===== src/rtl/multdiv_ctrl_if.sv =====
// Interface bundling the decode, multdiv-unit and writeback signals around multdiv_ctrl.
// The slave modport is the controller's view; the master modport is the surrounding core's view.
interface multdiv_ctrl_if #(
   parameter int DATA_W = 32
);
   logic              md_issue;
   logic              md_is_div;
   logic [4:0]        md_rd;
   logic              md_ready;
   logic              md_exception;
   logic [DATA_W-1:0] md_result;
   logic              ctrl_mult;
   logic              ctrl_div;
   logic              stall;
   logic              wb_en;
   logic [4:0]        wb_rd;
   logic [DATA_W-1:0] wb_data;
   logic              busy;

   modport master (
      output md_issue, md_is_div, md_rd, md_ready, md_exception, md_result,
      input  ctrl_mult, ctrl_div, stall, wb_en, wb_rd, wb_data, busy
   );

   modport slave (
      input  md_issue, md_is_div, md_rd, md_ready, md_exception, md_result,
      output ctrl_mult, ctrl_div, stall, wb_en, wb_rd, wb_data, busy
   );
endinterface


===== src/rtl/multdiv_ctrl.sv =====
// multdiv_ctrl: sequences the multi-cycle mult/div unit for the single-cycle core.
// Stalls fetch while a mul/div is in flight, then owns the regfile write port for one cycle,
// redirecting the write to rstatus when the unit reports an exception.
// Optional feature: define MULTDIV_TIMEOUT_EN to force an exception completion when the unit
// has not answered within TIMEOUT_CYCLES busy cycles.
module multdiv_ctrl #(
   parameter int          DATA_W         = 32,
   parameter int          CNT_W          = 6,
   parameter int          TIMEOUT_CYCLES = 40,
   parameter logic [4:0]  RSTATUS_REG    = 5'd30,
   parameter int unsigned EXC_MUL_CODE   = 4,
   parameter int unsigned EXC_DIV_CODE   = 5
) (
   input logic           clock,
   input logic           reset_n,
   multdiv_ctrl_if.slave bus
);

   localparam logic [DATA_W-1:0] ExcMulData = DATA_W'(EXC_MUL_CODE);
   localparam logic [DATA_W-1:0] ExcDivData = DATA_W'(EXC_DIV_CODE);
`ifdef MULTDIV_TIMEOUT_EN
   localparam logic [CNT_W-1:0]  TimeoutLast = CNT_W'(TIMEOUT_CYCLES - 1);
`endif

   typedef enum logic [1:0] {
      IDLE,
      START,
      BUSY,
      WB
   } state_t;

   state_t            state_q, state_d;
   logic [4:0]        rd_q, rd_d;
   logic              isDiv_q, isDiv_d;
   logic [DATA_W-1:0] result_q, result_d;
   logic              exc_q, exc_d;
   logic [CNT_W-1:0]  cnt_q, cnt_d;

   logic              ctrlMult;
   logic              ctrlDiv;
   logic              stall;
   logic              wbEn;
   logic [4:0]        wbRd;
   logic [DATA_W-1:0] wbData;

   // State and latched instruction/result registers; reset drops any in-flight operation.
   always_ff @(posedge clock or negedge reset_n) begin
      if (!reset_n) begin
         state_q  <= IDLE;
         rd_q     <= '0;
         isDiv_q  <= 1'b0;
         result_q <= '0;
         exc_q    <= 1'b0;
         cnt_q    <= '0;
      end else begin
         state_q  <= state_d;
         rd_q     <= rd_d;
         isDiv_q  <= isDiv_d;
         result_q <= result_d;
         exc_q    <= exc_d;
         cnt_q    <= cnt_d;
      end
   end

   // Next-state and control decode: stall is combinational in IDLE so the PC never moves past
   // the mul/div, START fires the one-cycle start pulse, BUSY waits for the unit, WB retires.
   always_comb begin
      state_d  = state_q;
      rd_d     = rd_q;
      isDiv_d  = isDiv_q;
      result_d = result_q;
      exc_d    = exc_q;
      cnt_d    = cnt_q;
      ctrlMult = 1'b0;
      ctrlDiv  = 1'b0;
      stall    = 1'b0;
      wbEn     = 1'b0;
      case (state_q)
         IDLE: begin
            stall = bus.md_issue;
            if (bus.md_issue) begin
               rd_d    = bus.md_rd;
               isDiv_d = bus.md_is_div;
               state_d = START;
            end
         end
         START: begin
            stall    = 1'b1;
            ctrlMult = ~isDiv_q;
            ctrlDiv  = isDiv_q;
            cnt_d    = '0;
            state_d  = BUSY;
         end
         BUSY: begin
            stall = 1'b1;
            if (cnt_q != {CNT_W{1'b1}}) begin
               cnt_d = cnt_q + 1'b1;
            end
            if (bus.md_ready) begin
               result_d = bus.md_result;
               exc_d    = bus.md_exception;
               state_d  = WB;
            end
`ifdef MULTDIV_TIMEOUT_EN
            else if (cnt_q == TimeoutLast) begin
               result_d = '0;
               exc_d    = 1'b1;
               state_d  = WB;
            end
`endif
         end
         WB: begin
            wbEn    = 1'b1;
            state_d = IDLE;
         end
         default: begin
            state_d = IDLE;
         end
      endcase
   end

   // Writeback mux: an exception redirects the write to rstatus with a mul/div-specific code,
   // and the port reads as zero whenever this block is not writing.
   always_comb begin
      wbRd   = '0;
      wbData = '0;
      if (wbEn) begin
         if (exc_q) begin
            wbRd   = RSTATUS_REG;
            wbData = isDiv_q ? ExcDivData : ExcMulData;
         end else begin
            wbRd   = rd_q;
            wbData = result_q;
         end
      end
   end

   assign bus.ctrl_mult = ctrlMult;
   assign bus.ctrl_div  = ctrlDiv;
   assign bus.stall     = stall;
   assign bus.wb_en     = wbEn;
   assign bus.wb_rd     = wbRd;
   assign bus.wb_data   = wbData;
   assign bus.busy      = (state_q != IDLE);

endmodule


===== src/flat_wrapper.sv =====
// flat-port wrapper written by rule: the top's interface ports become plain ports
module multdiv_ctrl_flat 
#(
   parameter int          DATA_W         = 32,
   parameter int          CNT_W          = 6,
   parameter int          TIMEOUT_CYCLES = 40,
   parameter logic [4:0]  RSTATUS_REG    = 5'd30,
   parameter int unsigned EXC_MUL_CODE   = 4,
   parameter int unsigned EXC_DIV_CODE   = 5
)
  (clock, reset_n, bus_md_issue, bus_md_is_div, bus_md_rd, bus_md_ready, bus_md_exception, bus_md_result, bus_ctrl_mult, bus_ctrl_div, bus_stall, bus_wb_en, bus_wb_rd, bus_wb_data, bus_busy);
  multdiv_ctrl_if #(.DATA_W(DATA_W)) bus_i ();
  input logic clock;
  input logic reset_n;
  input wire logic [$bits(bus_i.md_issue)-1:0] bus_md_issue;
  input wire logic [$bits(bus_i.md_is_div)-1:0] bus_md_is_div;
  input wire logic [$bits(bus_i.md_rd)-1:0] bus_md_rd;
  input wire logic [$bits(bus_i.md_ready)-1:0] bus_md_ready;
  input wire logic [$bits(bus_i.md_exception)-1:0] bus_md_exception;
  input wire logic [$bits(bus_i.md_result)-1:0] bus_md_result;
  output wire logic [$bits(bus_i.ctrl_mult)-1:0] bus_ctrl_mult;
  output wire logic [$bits(bus_i.ctrl_div)-1:0] bus_ctrl_div;
  output wire logic [$bits(bus_i.stall)-1:0] bus_stall;
  output wire logic [$bits(bus_i.wb_en)-1:0] bus_wb_en;
  output wire logic [$bits(bus_i.wb_rd)-1:0] bus_wb_rd;
  output wire logic [$bits(bus_i.wb_data)-1:0] bus_wb_data;
  output wire logic [$bits(bus_i.busy)-1:0] bus_busy;
  assign bus_i.md_issue = bus_md_issue;
  assign bus_i.md_is_div = bus_md_is_div;
  assign bus_i.md_rd = bus_md_rd;
  assign bus_i.md_ready = bus_md_ready;
  assign bus_i.md_exception = bus_md_exception;
  assign bus_i.md_result = bus_md_result;
  assign bus_ctrl_mult = bus_i.ctrl_mult;
  assign bus_ctrl_div = bus_i.ctrl_div;
  assign bus_stall = bus_i.stall;
  assign bus_wb_en = bus_i.wb_en;
  assign bus_wb_rd = bus_i.wb_rd;
  assign bus_wb_data = bus_i.wb_data;
  assign bus_busy = bus_i.busy;
  multdiv_ctrl #(.DATA_W(DATA_W), .CNT_W(CNT_W), .TIMEOUT_CYCLES(TIMEOUT_CYCLES), .RSTATUS_REG(RSTATUS_REG), .EXC_MUL_CODE(EXC_MUL_CODE), .EXC_DIV_CODE(EXC_DIV_CODE)) u_core (.clock(clock), .reset_n(reset_n), .bus(bus_i));
endmodule

===== config.mk =====
export PLATFORM = sky130hd
export DESIGN_NAME = multdiv_ctrl_flat
export DESIGN_NICKNAME = d
export VERILOG_FILES = /design/src/rtl/multdiv_ctrl_if.sv /design/src/rtl/multdiv_ctrl.sv /design/src/flat_wrapper.sv
export SDC_FILE = /design/constraint.sdc
export NUM_CORES = 1
export LEC_CHECK = 0
export ABC_AREA = 1
export BUFFER_PORTS_ARGS = -buffer_cell sky130_fd_sc_hd__clkbuf_2
export CAP_MARGIN = 20
export CORE_ASPECT_RATIO = 0.9
export CORE_MARGIN = 4
export CORE_UTILIZATION = 36
export CTS_CLUSTER_SIZE = 16
export DETAILED_ROUTE_END_ITERATION = 8
export HOLD_SLACK_MARGIN = 0.06
export PLACE_DENSITY = 0.72
export SKIP_LAST_GASP = 1
export SYNTH_ARGS = -nofsm -noshare
export SYNTH_HDL_FRONTEND = slang
export SYNTH_SLANG_ARGS = --single-unit
export TNS_END_PERCENT = 1

===== constraint.sdc =====
create_clock -name clock -period 1.7 [get_ports clock]
set_input_delay 0.17 -clock clock [delete_from_list [all_inputs] [get_ports clock]]
set_output_delay 0.17 -clock clock [all_outputs]
set_load 0.005 [all_outputs]

==> results.yml <==
pwr:
  power_mw: 4.170
  vdd_drop_max_uv: 788.6
  p_leak_nw: 1.595
  p_per_area_mw_per_mm2: 1543
critical_path:
  timing_worst_setup_path_type: "reg2out"
  reg2reg_depth: 6
  cp_data_arrival_time_ps: 1410
  start_kind: "flop"
  required_ps: 1530
  end_kind: "primary output"
  cp_max_fo: 4
floorplan:
  num_rows: 26
  dieWidth_microns: 88.24
  die_area_sq_mm: 0.007077
  initial_core_util_pct: 36.85
  coreArea_sq_mm: 0.005660
  chipHeight_microns: 80.21
  io_pins: 85
grt:
  grt_pass1_wl_microns: 7383
  grt_antenna_before_repair: 0
  grt_max_degree: 27
  gr-usage-all-layers_pct: 13.19
  grt_pass1_vias: 1653
  grt_overflow: 0
synth:
  synth_area_leaders: "dfrtp_1 49%, a21oi_2 13%, nor2_1 13%, inv_1 7.7%, buf_6 4.9%"
  synthDistinctLibCells: 13
  syn_area_sq_mm: 0.002086
  synth_seq_cells: 41
  syn_nets: 292
  ys_warn_count: 0
  ys_seq_area_share_pct: 49.19
  synth_top_cell_by_area: "dfrtp_1"
  avgSynthCellArea_sq_um: 8.548
  netlist_instances: 244
  yosys.area.top_type_share_pct: 49.19
sta:
  maxSlewViolCount: 0
  timing.final.ws_setup_ps: 115.6
  period_share_pct: 93.20
  hold_violations: 0
  tightest_slew_ps: 511.1
  tns_ps: 0
  finalSetupViolCount: 0
  max_clock_freq_mhz: 631.1
  fin_crit_ps: 1584
  fin_worst_skew_ps: 4.207
  relSlewSlack_pct: 65.93
  rsz0062_at_grt: "false"
place:
  dp_slack_ps: 157.3
  place_congestion: 0.8017
  post-dp-hpwl_microns: 3393
  io_buffers: 84
clocking:
  cts_buffers: 5
  cts.sinks: 41
  tritoncts: "yes"
  clk_latency_ps: 290
  path_clk_slew_ps: 80
  cts.path.max_buffers: 2
  htree_num_levels: 2
  root_buffer: "clkbuf_8"
routing:
  via_count: 1758
  drc: 0
  initialDrtViolationCount: 64
  drt-pass1-iter-count: 4
  ant_nets: 0
  via_per_inst: 4.341
  wire_per_inst_microns: 11.02
  drt-total-wl_microns: 4462
cells_and_area:
  syn_to_final_growth_pct: 29.57
  n_antenna_cell: 0
  nets: 382
  fin_util_pct: 47.75
  drive_above_1_share_pct: 42.09
hold_path:
  hp-class: "in2reg"
  min_path_cells: 3
status:
  outcome: "finished, final reports clean"
run:
  max-cap-violations: 0
==> logic make-up after synthesis <==
logic type	share of synthesized area, %
buf+inv	12.84
fa+ha+maj	2.999
flops	49.19
compound gates	13.74
simple gates	21.24
==> cell usage after synthesis <==
cell type	n
a21oi_1	3
nand2_4	1
buf_2	1
a21oi_2	31
nand3_1	9
nor2_1	72
buf_6	9
nor2_2	2
inv_1	43
nand2_1	26
dfrtp_1	41
nand2_2	1
ha_1	5
==> through the flow <==
| stage | std cells | hold slack, ps | area [sq um] |
|---|---|---|---|
| after detailed placement | 394 | 165.4 | 2570 |
| after global placement | 394 | 152.9 | 2570 |
| after CTS | 404 | 88.64 | 2681 |
| after global routing | 405 | 86.03 | 2703 |
| final | 405 | 102.8 | 2703 |
| after floorplan | 244 | -125.6 | 2086 |
==> flip-flops by register name, indices dropped and copies added (netlist names) <==
register         cells
u_core.exc_q         1
u_core.isDiv_q       1
u_core.rd_q          5
u_core.result_q     32
u_core.state_q       2
==> cell usage in the layout (no fill, tap or decap) <==
cell type,instances
ha_4,1
nand2_1,26
dfrtp_1,38
inv_2,2
clkinvlp_4,1
nand2_4,2
dfrtp_2,3
nand3_1,9
nor2_2,2
ha_1,4
buf_4,5
dlygate4sd3_1,1
a21oi_2,31
clkbuf_8,5
inv_1,41
clkbuf_2,84
buf_12,3
nor2_1,72
clkinv_2,2
a21oi_1,3
==> area by class of cell <==
type	instances	area, sq um
fillers	559	2958
flip-flops and latches	41	1030
multi-input cells	150	809.5
repair buffers	93	528.0
inverters	43	161.4
well taps	70	87.58
clock buffers	5	68.82
clock inverters	3	17.52
==> repair_timing <==
item / in CTS / in global routing
endpoints found under the hold margin: 18 / 0
buffers inserted: 1 / 1
hold buffers: 1 / 0
resized for setup: 2 / 6
setup endpoints to repair: 24 / 25
gates cloned: 0 / 0
==> worst max-delay path: stages, from the launching register on <==
cell,delay (ps)
dfrtp_2,410
inv_1,90
ha_1,300
inv_1,40
a21oi_1,140
clkbuf_2,140
==> final timing paths <==
check	start	end	slack (ps)
worst max-delay path	u_core.state_q[1]	bus_stall	120
worst min-delay path	bus_md_rd[1]	u_core.rd_q[1]	100
worst max register to register	u_core.state_q[0]	u_core.result_q[19]	160
worst min register to register	u_core.rd_q[4]	u_core.rd_q[4]	480
max in group asynchronous	reset_n	u_core.result_q[21]	640
min in group asynchronous	reset_n	u_core.result_q[9]	370
==> metal layers <==
metal	share of wire [%]	wire length [microns]	track usage (%)
met1	46	2058	17.45
met2	46	2043	21.08
met3	7.2	323	4.000
met4	0.83	37	3.172
met5	0	0	0
==> where the power goes <==
part / switching [mW] / leakage [nW] / internal [mW] / total [mW]
clock: 0.339 / 0.0439 / 0.283 / 0.622
combinational: 1.10 / 1.10 / 0.831 / 1.93
sequential: 0.188 / 0.450 / 1.43 / 1.61
total: 1.63 / 1.59 / 2.54 / 4.17
No activity file was read; power rests on OpenSTA's default activity.
